`config.mk`:
```
export PLATFORM = sky130hd
export DESIGN_NAME = somador_bcd
export DESIGN_NICKNAME = d
export VERILOG_FILES = /design/src/rtl/somador_bcd_pkg.sv /design/src/rtl/somador_bcd_to_7seg.sv /design/src/rtl/somador_bcd.sv
export SDC_FILE = /design/constraint.sdc
export NUM_CORES = 1
export LEC_CHECK = 0
export BUFFER_PORTS_ARGS = -buffer_cell sky130_fd_sc_hd__buf_2
export CORE_ASPECT_RATIO = 0.8
export CORE_MARGIN = 2
export CORE_UTILIZATION = 51
export DETAILED_ROUTE_END_ITERATION = 8
export MAX_ROUTING_LAYER = met4
export PLACE_DENSITY = 0.78
export SLEW_MARGIN = 30
export SYNTH_ARGS = -nofsm -noshare
export SYNTH_HDL_FRONTEND = slang
export SYNTH_SLANG_ARGS = --single-unit
```
`constraint.sdc`:
```
create_clock -name clk -period 3.7 [get_ports clk]
set_input_delay 0.37 -clock clk [delete_from_list [all_inputs] [get_ports clk]]
set_output_delay 0.37 -clock clk [all_outputs]
set_load 0.02 [all_outputs]
```
`src/rtl/somador_bcd_pkg.sv`:
```
// Shared constants for the single-digit BCD adder: active-low 7-segment
// patterns in {g,f,e,d,c,b,a} order and the largest legal BCD digit.
package somador_bcd_pkg;

  localparam int BCD_MAX = 9;

  localparam logic [6:0] SEG_0     = 7'b1000000;
  localparam logic [6:0] SEG_1     = 7'b1111001;
  localparam logic [6:0] SEG_2     = 7'b0100100;
  localparam logic [6:0] SEG_3     = 7'b0110000;
  localparam logic [6:0] SEG_4     = 7'b0011001;
  localparam logic [6:0] SEG_5     = 7'b0010010;
  localparam logic [6:0] SEG_6     = 7'b0000010;
  localparam logic [6:0] SEG_7     = 7'b1111000;
  localparam logic [6:0] SEG_8     = 7'b0000000;
  localparam logic [6:0] SEG_9     = 7'b0010000;
  localparam logic [6:0] SEG_E     = 7'b0000110;
  localparam logic [6:0] SEG_BLANK = 7'b1111111;

  // Map an active-low pattern onto the board's segment polarity.
  function automatic logic [6:0] seg_polarity(input logic [6:0] seg_n,
                                              input bit        active_low);
    return active_low ? seg_n : ~seg_n;
  endfunction

endpackage

```
`src/rtl/somador_bcd_to_7seg.sv`:
```
// Combinational BCD digit to active-low 7-segment decoder; non-decimal codes
// and the invalid flag both show "E".
module bcd_to_7seg
  import somador_bcd_pkg::*;
(
  input  logic [3:0] digit,
  input  logic       invalid,
  output logic [6:0] seg_n
);

  always_comb begin
    seg_n = SEG_E;
    if (!invalid) begin
      unique case (digit)
        4'd0:    seg_n = SEG_0;
        4'd1:    seg_n = SEG_1;
        4'd2:    seg_n = SEG_2;
        4'd3:    seg_n = SEG_3;
        4'd4:    seg_n = SEG_4;
        4'd5:    seg_n = SEG_5;
        4'd6:    seg_n = SEG_6;
        4'd7:    seg_n = SEG_7;
        4'd8:    seg_n = SEG_8;
        4'd9:    seg_n = SEG_9;
        default: seg_n = SEG_E;
      endcase
    end
  end

endmodule

```
`src/rtl/somador_bcd.sv`:
```
// Single-digit BCD adder: a + b + cin[0] with +6 decimal correction, units
// digit registered as a 7-segment pattern alongside the decimal carry.
module somador_bcd
  import somador_bcd_pkg::*;
#(
  parameter bit SEG_ACTIVE_LOW = 1'b1
) (
  input  logic       clk,
  input  logic       rst,
  input  logic [3:0] a,
  input  logic [3:0] b,
  input  logic [3:0] cin,
  output logic       cout,
  output logic [6:0] hex
);

  localparam logic [6:0] HEX_BLANK = seg_polarity(SEG_BLANK, SEG_ACTIVE_LOW);

  logic [4:0] bin;
  logic [3:0] digit;
  logic       carry;
  logic       invalid;
  logic [6:0] seg_n;
  logic       cout_d, cout_q;
  logic [6:0] hex_d, hex_q;

  // Only the LSB of the carry-in bus is meaningful.
  logic unused_cin;
  assign unused_cin = ^cin[3:1];

  always_comb begin
    bin     = {1'b0, a} + {1'b0, b} + {4'b0000, cin[0]};
    invalid = (a > 4'(BCD_MAX)) || (b > 4'(BCD_MAX));
    if (bin > 5'(BCD_MAX)) begin
      // bin is 10..19 here, so the low nibble of bin+6 is bin-10.
      digit = bin[3:0] + 4'd6;
      carry = 1'b1;
    end else begin
      digit = bin[3:0];
      carry = 1'b0;
    end
  end

  bcd_to_7seg u_seg (
    .digit   (digit),
    .invalid (invalid),
    .seg_n   (seg_n)
  );

  always_comb begin
    cout_d = carry & ~invalid;
    hex_d  = seg_polarity(seg_n, SEG_ACTIVE_LOW);
  end

  always_ff @(posedge clk) begin
    if (rst) begin
      cout_q <= 1'b0;
      hex_q  <= HEX_BLANK;
    end else begin
      cout_q <= cout_d;
      hex_q  <= hex_d;
    end
  end

  assign cout = cout_q;
  assign hex  = hex_q;

endmodule

```
==> results.txt <==
- For this run, the slowest stage of the critical path takes 0.44 ns.
* Number of buffers added on ports: 18
* Ratio of cells with drive above 1 in the final layout: 0.308
- Number of antenna violations at the first check in global routing: 0
- The critical path in this run is classified as input port to flip-flop.
- Area grow syn2layout: 16.3%
- Hold path depth: 2
* Critical Path End Type: flip-flop
- Clock tree from TritonCTS: done
* Count of flip-flops with a built-in enable after synthesis: 0
- For this run, design rule violations remaining after detail routing come to 0.
- Combined area of all synthesized cells: 838 um2
- Yosys instantiated no cell more often than inv_1.
- Count of synthesis-stage warnings from yosys: 0
- Die Span X: approximately 49 um
- The via count of the first global-routing pass is around 660.
* Max-slew violations: 0
- Ranked by instance count, the synthesized netlist is headed by inv_1, dfxtp_1, ha_1.
- Across the run, the number of max-cap violations was 0.
- For this run, asynchronously set or reset flops after synthesis account for 0.
* Clock-pin slew reported for the worst setup and hold paths after clock tree synthesis: 0.05 ns
* Routed Wire Length: 1.84 mm
- Worst-path cell chain: buf_2 > fa_1 > inv_1 > fa_1 > xnor2_2 > inv_1 > ha_1 > a21bo_2 > o211ai_1 > and3_1 > mux2i_2 > ha_1 > nor2b_1 > mux2i_1 > o211a_1 > o21ai_0
* Final weighted congestion in routability-driven placement: 0.869
* Startpoint type of the worst setup path: input port
* H-Tree Level Count: 1
- Most area-consuming cells after synthesis: dfxtp_1, ha_1, fa_1, inv_1, mux2i_1
* Leakage Power: 0.000461 uW
- In this run the standard cell core region covers 1580 um2.
- Startpoint of the worst hold path: rst
* Die Outline Area: a little under 2000 um2
- Synthesized area per cell: 8.55 um2
* Master cell of the clock root buffer: clkbuf_4
- The HPWL after detailed placement is 1.44 mm.
* Data required, critical path: 3.87 ns
- Register area share after synthesis: 0.191
- The min-delay analysis places its worst path in the category input port to flip-flop.
- Sink count of the clock tree: 8
- On the critical path, the stage with the largest delay is an instance of fa_1.
- In this run the tightest slew margin relative to its limit is 0.727.
- Setup repair after global routing left no endpoint under its margin.
- For the finished layout, the period the worst path requires is around 3.4 ns.
- Remaining Overflow, GRT: 0
* Die height: 40.3 um
* Maximum root-to-sink buffer count: 2
* Largest fanout of any net on the critical path: 5
- Hold violation total from the final report: 0
* Post-synthesis sequential element count: 8
- Clock buffer count from CTS: 3
- Power per cell area: about 400 nW/um2
* Avg Vias per Cell: 5.86
- Routed wire length per instance: 13.3 um
- The detailed router finished its first iteration with 26 violations.
- The floorplan has 13 rows.
- Once detail routing completed, the nets flagged for antenna violations numbered 0.
* Final worst setup slack: 0.325 ns
- Global-route usage over all layers: 0.202
* Area share of the leading cell type in the synthesized netlist: 0.191
* IO Pins: 22
- Achievable clock frequency: 296 MHz
* Fill cell total of the finished layout: 144
- Nets@finish: 143
- Number of antenna cells inserted: 0
* Main flop type after synthesis: dfxtp_1
- Initial core utilization: 0.531
* Number of buffer and inverter stages on the critical path: 3
- Min-Delay Endpoint: hex[4]
- Data arrives at the worst endpoint at 3.54 ns.
- Setup violations remaining at the end of the flow were counted as 0.
* Largest net degree at the start of global routing: 12
- Transition at the pin with the smallest max-transition slack: 0.410 ns
* Setup repair bufs after CTS: 0
* Run status: completed
- Top Family by Delay on Critical Path: adder cells
- In the finished design, the share of the clock period the worst path needs comes to 0.912.
- Setup total negative slack on the finished layout was measured at 0 ns.
- The design draws 401 uW.
- Yosys top cell by area: dfxtp_1
- Overall via count from detail_route: 815
- First-pass DRT Iterations: 4
- Number of nets in the synthesized netlist: 122
- Cells after Synth: 98
* Wire length of the first global-routing pass: 2.84 mm
- At the end of the flow the core is filled with cells to 0.618.
- Peak supply drop: 190 uV
- At the placement stage, the worst setup path has a slack of 0.0213 ns.
- After synthesis, the netlist uses 41 different library cells.
-- cell families after synthesis --
group | synth area share
xor gates and xnor gates | 0.0194
buffers and inverters | 0.0627
muxes | 0.0358
AOI/OAI and AO/OA | 0.345
adders and majority gates | 0.167
and+or+nand+nor | 0.179
DFF | 0.191
-- repair_timing --
action | in CTS | in global routing
hold buffers | 0 | 0
endpoints found under the setup margin | 0 | 1
resized for setup | 0 | 1
-- registers in the layout, summed over array words and instances, names as in the netlist --
signal and count:
hex 7, cout 1
-- how the worst max path moves through the flow --
stage                     from  endpoint  slack [ns]  cells after the start
after global placement    a[0]    hex[6]        0.10                     16
after detailed placement  a[0]    hex[6]        0.02                     16
final                     a[0]    hex[6]        0.33                     16
after global routing      a[0]    hex[6]        0.09                     16
after CTS                 a[0]    hex[6]        0.26                     16
after floorplan           a[0]    hex[6]        0.55                     15
-- cell type report --
| cell class | count | area [um2] | area share |
|---|---|---|---|
| multi-input cells | 77 | 629 | 0.646 |
| flip-flops and latches | 8 | 160 | 0.164 |
| repair buffers | 19 | 97.6 | 0.100 |
| inverters | 10 | 37.5 | 0.0385 |
| well taps | 22 | 27.5 | 0.0282 |
| clock buffers | 3 | 22.5 | 0.0231 |
-- cell usage in the layout (no fill, tap or decap), types with 2 or more instances in the layout --
master,netlist,routed
clkbuf_4,0,3
nand2_1,3,3
o31ai_1,3,3
ha_1,8,8
a21o_1,2,2
nand3_1,4,4
inv_1,10,10
o211ai_1,3,3
buf_2,3,18
nand4_1,3,3
mux2i_1,3,2
a31o_2,2,2
a21bo_2,2,2
dfxtp_1,8,8
o21a_1,2,2
and3_1,3,3
a21oi_1,4,4
nor2_1,6,6
o21ai_0,4,4
fa_1,2,2
nor3_1,2,2
-- per-layer routing --
layer,vias to the layer above,GRT usage,wire length (um)
met4,0,0.0857,15
met2,32,0.331,837
met3,3,0.0448,109
met5,-,-,0
met1,371,0.246,880
li1,409,-,-
-- through the flow --
stage	hold slack [ns]	area (um2)	cells
4_1_cts	0.330	971	139
3_5_place_dp	0.589	948	136
2_1_floorplan	0.464	838	98
3_3_place_gp	0.586	948	136
5_1_grt	0.329	975	139
6_report	0.331	975	139
-- report_power, final --
group	switching (uW)	leakage, uW	total, uW	internal, uW
Combinational	142	0.000380	238	95.2
Sequential	2.09	0.0000669	98.4	96.3
Clock	28.2	0.0000138	65.2	37.0
Total	173	0.000461	401	228
Note: power is estimated with default switching activity, not from simulation.
